[src/rtl/dot_row_serializer.sv]
// Row serializer for the 16x16 dot-matrix panel: shifts one 16-bit row MSB-first into 595-style column registers.
// Optional pre-latch blanking window compiled in with `define DOT_ROW_BLANK_EN.
module dot_row_serializer #(
  parameter int CLK_DIV      = 2,
  parameter int BLANK_CYCLES = 4
) (
  input  logic        clk,
  input  logic        rst_n,
  input  logic [15:0] in_data,
  input  logic [3:0]  in_sel,
  input  logic        in_valid,
  output logic        in_ready,
  output logic        ser_dout,
  output logic        ser_clk,
  output logic        ser_latch,
  output logic        oe_n,
  output logic [3:0]  row_addr,
  output logic        frame_done
);

`ifdef DOT_ROW_BLANK_EN
  localparam bit BLANK_EN = 1'b1;
`else
  localparam bit BLANK_EN = 1'b0;
`endif

  localparam int DW = $clog2(CLK_DIV + 1);
  localparam int BW = $clog2(BLANK_CYCLES + 1);
  localparam logic [DW-1:0] DIV_LAST   = DW'(CLK_DIV - 1);
  localparam logic [BW-1:0] BLANK_LAST = BW'(BLANK_CYCLES - 1);

  typedef enum logic [1:0] {IDLE, SHIFT, BLANK, LATCH} state_t;

  state_t        state, state_d;
  logic [DW-1:0] div_q, div_d;
  logic [BW-1:0] bcnt_q, bcnt_d;
  logic [3:0]    bit_q, bit_d;
  logic [15:0]   sreg_q, sreg_d;
  logic [3:0]    sel_q, sel_d;
  logic          dout_d, sclk_d, latch_d, oe_d, frame_d, ready_d;
  logic [3:0]    row_d;
  logic          enter_latch;

  always_comb begin
    state_d     = state;
    div_d       = div_q;
    bcnt_d      = bcnt_q;
    bit_d       = bit_q;
    sreg_d      = sreg_q;
    sel_d       = sel_q;
    dout_d      = ser_dout;
    sclk_d      = ser_clk;
    latch_d     = ser_latch;
    oe_d        = oe_n;
    row_d       = row_addr;
    frame_d     = 1'b0;
    ready_d     = in_ready;
    enter_latch = 1'b0;
    case (state)
      IDLE: if (in_valid && in_ready) begin
        sreg_d  = in_data;
        sel_d   = in_sel;
        dout_d  = in_data[15];
        sclk_d  = 1'b0;
        div_d   = '0;
        bit_d   = '0;
        ready_d = 1'b0;
        state_d = SHIFT;
      end
      SHIFT: begin
        if (div_q == DIV_LAST) begin
          div_d = '0;
          if (!ser_clk) sclk_d = 1'b1;
          else begin
            // next bit presented on the falling shift-clock edge only
            sclk_d = 1'b0;
            sreg_d = {sreg_q[14:0], 1'b0};
            dout_d = sreg_q[14];
            bit_d  = bit_q + 4'd1;
            if (bit_q == 4'd15) begin
              if (BLANK_EN) begin
                state_d = BLANK;
                bcnt_d  = '0;
                oe_d    = 1'b1;
              end else enter_latch = 1'b1;
            end
          end
        end else div_d = div_q + 1'b1;
      end
      BLANK: begin
        if (bcnt_q == BLANK_LAST) enter_latch = 1'b1;
        else bcnt_d = bcnt_q + 1'b1;
      end
      LATCH: begin
        if (div_q == DIV_LAST) begin
          latch_d = 1'b0;
          oe_d    = 1'b0;
          ready_d = 1'b1;
          state_d = IDLE;
        end else div_d = div_q + 1'b1;
      end
      default: state_d = IDLE;
    endcase
    // row address moves with the latch so the panel never shows a half-shifted row
    if (enter_latch) begin
      state_d = LATCH;
      div_d   = '0;
      latch_d = 1'b1;
      row_d   = sel_q;
      frame_d = (sel_q == 4'd15);
    end
  end

  always_ff @(posedge clk or negedge rst_n) begin
    if (!rst_n) begin
      state      <= IDLE;
      div_q      <= '0;
      bcnt_q     <= '0;
      bit_q      <= '0;
      sreg_q     <= '0;
      sel_q      <= '0;
      ser_dout   <= 1'b0;
      ser_clk    <= 1'b0;
      ser_latch  <= 1'b0;
      oe_n       <= 1'b1;
      row_addr   <= '0;
      frame_done <= 1'b0;
      in_ready   <= 1'b1;
    end else begin
      state      <= state_d;
      div_q      <= div_d;
      bcnt_q     <= bcnt_d;
      bit_q      <= bit_d;
      sreg_q     <= sreg_d;
      sel_q      <= sel_d;
      ser_dout   <= dout_d;
      ser_clk    <= sclk_d;
      ser_latch  <= latch_d;
      oe_n       <= oe_d;
      row_addr   <= row_d;
      frame_done <= frame_d;
      in_ready   <= ready_d;
    end
  end

endmodule

[config.mk]
export PLATFORM = sky130hd
export DESIGN_NAME = dot_row_serializer
export DESIGN_NICKNAME = d
export VERILOG_FILES = /design/src/rtl/dot_row_serializer.sv
export SDC_FILE = /design/constraint.sdc
export NUM_CORES = 1
export LEC_CHECK = 0
export ABC_CLOCK_PERIOD_IN_PS = 2200
export CAP_MARGIN = 20
export CORE_MARGIN = 1
export CORE_UTILIZATION = 55
export CTS_BUF_LIST = sky130_fd_sc_hd__clkbuf_4 sky130_fd_sc_hd__clkbuf_8
export CTS_CLUSTER_DIAMETER = 200
export CTS_CLUSTER_SIZE = 30
export DETAILED_ROUTE_END_ITERATION = 7
export PLACE_DENSITY = 0.82
export REMOVE_ABC_BUFFERS = 1
export SLEW_MARGIN = 20
export SYNTH_ARGS = -nofsm -noshare
export SYNTH_HDL_FRONTEND = slang
export SYNTH_SLANG_ARGS = --single-unit
[constraint.sdc]
create_clock -name clk -period 2.2 [get_ports clk]
set_clock_uncertainty 0.15 [all_clocks]
set_input_delay 0.66 -clock clk [delete_from_list [all_inputs] [get_ports clk]]
set_output_delay 0.66 -clock clk [all_outputs]
set_load 0.01 [all_outputs]
* Yosys cells after proc, flatten, opt, wreduce, memory -nomap -nowiden
Cells that the tools add are included.
** Operators by class
- $add $sub $neg :: 3
- Equal/unequal tests :: 14
- Mux-type cells :: 36
- Bitwise operators :: 1
- Reductions and logical operators :: 17
** Operators by type and width (number)
- $mux 15 :: 3
- $pmux 15 s2 :: 1
- $mux 1 :: 15
- $mux 2 :: 7
- $mux 4 :: 3
- $reduce_and 3->1 :: 4
- $ne 3x3->1 const B :: 3
- $eq 4x4->1 const B :: 2
- $ne 2x2->1 const B :: 4
- $pmux 1 s2 :: 4
- $pmux 4 s2 :: 1
- $reduce_and 2->1 :: 4
- $reduce_bool 2->1 :: 4
- $pmux 2 s3 :: 1
- $add 4x1->4 const B :: 1
- $eq 2x1->1 const B :: 2
- $eq 2x2->1 const B :: 2
- $pmux 2 s2 :: 1
- $reduce_and 4->1 :: 1
- $reduce_bool 4->1 :: 1
- $add 3x1->3 const B :: 1
- $eq 3x2->1 const B :: 1
- $reduce_bool 3->1 :: 1
- $add 2x1->2 const B :: 1
- other kinds (3) :: 3
** Word-level totals
- Flip-flop bits (word level) :: 40
- Input port bits :: 23
- Output and inout bits :: 10
- Logic and storage cells :: 84

* Depth between registers and ports, before layout
- Depth after elaboration :: 7
- Mapped depth :: 8
- Gate-level depth less buffers :: 6

* Worst setup path after synthesis
No wires, ideal clock.
- Kind :: reg-to-reg
- Start :: register state[0]
- End :: register sreg_q[10]
- Library setup time :: 0.123 ns
- Arrival :: 1.505 ns
- Data required time :: 1.927 ns
- Path slack :: 0.422 ns
- Stages on the path, launching flop included :: 7
- Buffers on the path :: 1
- Period minus slack after synthesis :: 1.778 ns
- Cells stage by stage :: dfrtp_1 inv_1 ha_1 a21boi_4 nor3_4 buf_4 a21oi_2
** On the way
- Word-level cells in the longest chain between the ends :: 3
- Elaborated cells on any way between the ends :: 8
- Classes of those cells :: 4 x eq/ne; 1 x mux; 3 x reduce/logical
** Ends and longest elaborated chain
- start, declared :: RTL line 34 : state_t state, state_d;
- start signal, assigned :: RTL line 130 : state <= state_d;
- $eq 2x1->1 or $logic_not 2->1 (tied branches) :: RTL line 59 : case (state)
- $ne 2x2->1 (no line) or $reduce_bool 2->1 (tied branches)
- $reduce_and 4->1 (no line)
- end signal, assigned :: RTL line 134 : sreg_q <= sreg_d;
- end, declared :: RTL line 38 : logic [15:0] sreg_q, sreg_d;
Several ways; a longest one is shown, not always the timed one.
A chain may end at the register's enable or synchronous reset.

* Worst setup path in the final report
- Start :: register ser_clk
- End :: output port ser_clk
** RTL lines
- start, declared :: RTL line 14 : output logic ser_clk,
- start signal, assigned :: RTL line 137 : ser_clk <= sclk_d;
No word-level cell between the ends.

==> run metrics <==
starting density of the core 0.585; final non-filler cell total 257; post-synthesis async set-or-reset flop share 1.00; register area share after synthesis 0.502; combinational power share 0.350; CP max-delay cell clkdlybuf4s50_1; relative slew slack 0.674; WP data required 1.39 ns; sequential share of power 0.477; IO Port Bufs 32; Clk pwr share 0.173; Worst setup EP type output port; crit path kind reg2out; unrepaired setup endpoints after global routing no; initial antenna violation count 0; vias 1354; status completed; post-route cell area 0.00242 mm^2; vias in the first global route 1384; cts bufs inserted 5; Buf+Inv Stages, Crit Path 1; VDD IR max 0.589 mV; area share of the largest cell type after synthesis 0.476; Die Ht 62.3 um; CP startpoint kind flip-flop; synth top area cells dfrtp_1 (48%), mux2i_1 (8.0%), ha_1 (6.3%); clock buffer depth 2; final core occ 0.709; vias per inst 5.27; crit path DAT 1.33 ns; minimum clock period 2.14 ns; leading cell type in the layout, fill and taps excluded dfrtp_1; final WL 3.37 mm; hold_ws 0.200 ns; share of layout cells above drive strength 1 0.209; endpoints failing setup 0; Synth Register Bits 40; Max Cap Viol 0; die width 62.3 um; critical path, cell by cell clkdlybuf4s50_1; critical path peak fanout 5; worst r2r src state[1]; Most used DFF post-synth dfrtp_1; Skew-Pair Late Insertion Delay 0.35 ns; overall routing resource usage 0.204; Max Slew Vio Count 0; worst stage delay on the critical path 0.55 ns; most frequent cells in the layout dfrtp_1 (37), clkdlybuf4s50_1 (29), nor2_1 (20); worst slew pin tran 0.489 ns; CTS root buffer clkbuf_4; total die area 0.00388 mm^2; antenna fix cells 0; syn_area_per_cell 11.6 um^2; Post-Syn Instances 173; Sink Count 40; delay-heaviest family, CP buffers and inverters; largest net degree at the start of global routing 41; Tcrit/Tclk final 0.971; Core Area 0.00342 mm^2; CTS tree yes; DRT iter0 DRCs 37; Area Overhead vs Synth 21.2%; first-pass GRT wire length 6.12 mm; internal power 1.47 mW; nets 243; Post-DP Area 0.00236 mm^2; Hold Vio Cnt, Final 0; number of synthesized flops with an enable pin 0; count of cell types in the netlist 35; synthesized area 0.00200 mm^2; switching power 0.778 mW; R2R depth 6; hpwl dp 2.46 mm; Synth warnings 0; 1st-pass router iterations 4; HP Class in2async; switching part of the total power 0.346; Achievable Freq 468 MHz; Clock Pin Slew Worst Setup and Hold Paths 0.11 ns; DRC violations left 0; row count 21; setup slack, reg-to-reg 0.28 ns; Final ANT Viol Nets 0; average routed wire per standard cell 13.1 um; Leak 1.13 nW; H-tree levels 2; setup_tns 0 ns; overflow left after global routing 0; Synth area leader dfrtp_1; Pwr Density 927 mW/mm^2; FF-to-FF End div_q[1]; I/O pin cnt 33; placed insts 249; global placer's final weighted congestion 0.840
## through the flow
stage	worst slack (ns)	total power, mW
after floorplan	-0.615	1.62
after global placement	0.0476	1.83
after detailed placement	-0.0143	1.88
after CTS	0.0519	2.27
after global routing	0.00636	2.42
final	0.0638	2.25
## worst max path at each step
stage	from	endpoint	slack, ns	cells after the start
6_report	ser_clk	ser_clk	0.06	1
5_1_grt	ser_clk	ser_clk	0.006	1
4_1_cts	ser_clk	ser_clk	0.05	1
3_5_place_dp	in_valid	sreg_q[0]	-0.01	5
3_3_place_gp	in_valid	bit_q[0]	0.05	6
2_1_floorplan	state[1]	bit_q[0]	-0.61	6
## flip-flops by register name, summed over array words and instances (netlist names)
signal and count:
sel_q 4, frame_done 1, bit_q 4, row_addr 4, sreg_q 15, oe_n 1
bcnt_q 3, div_q 2, state 2, ser_clk 1, in_ready 1, ser_dout 1
ser_latch 1
## layout make-up
type / count / area (um^2)
Sequential cell: 40 / 1000
Fill cell: 282 / 993
Multi-Input combinational cell: 116 / 898
Timing Repair Buffer: 37 / 363
Tap cell: 46 / 57.6
Clock buffer: 6 / 51.3
Inverter: 10 / 37.5
Clock inverter: 2 / 10.0
## power groups by stage
stage          logic (mW)  clock network (mW)  registers, mW
2_1_floorplan       0.565                   0           1.06
3_3_place_gp        0.757                   0           1.07
3_5_place_dp        0.795                   0           1.09
4_1_cts             0.797               0.399           1.07
5_1_grt             0.883               0.433           1.10
6_report            0.786               0.388           1.07
## synth_stat cells (3+ instances only)
master / number
nand3_1: 6
mux2_2: 9
xnor2_1: 3
ha_1: 10
mux2i_1: 16
nor2_1: 20
a21oi_2: 12
buf_6: 3
o21ai_0: 8
nand2_1: 4
dfrtp_1: 38
inv_1: 10
a21oi_1: 6
## per-layer routing
metal,vias to the layer above,share of wire,global-route usage
met2,26,0.49,0.360
li1,675,-,-
met4,0,0.016,0.0698
met3,7,0.047,0.0607
met5,-,0,0
met1,646,0.44,0.234
## cells by family after synthesis
group | synth area share
DFF | 0.502
buffers and inverters | 0.0482
xor gates and xnor gates | 0.0132
muxes | 0.131
and+or+nand+nor | 0.104
adders and majority gates | 0.0626
AOI/OAI and AO/OA | 0.139
## what timing repair did
| item | CTS | global route |
|---|---|---|
| resized for setup | 3 | 0 |
| buffers inserted | 0 | 0 |
| endpoints found under the hold margin | 0 | 0 |
| hold buffers | 0 | 0 |
| setup endpoints to repair | 3 | 0 |
(Power assumes the default switching activity.)
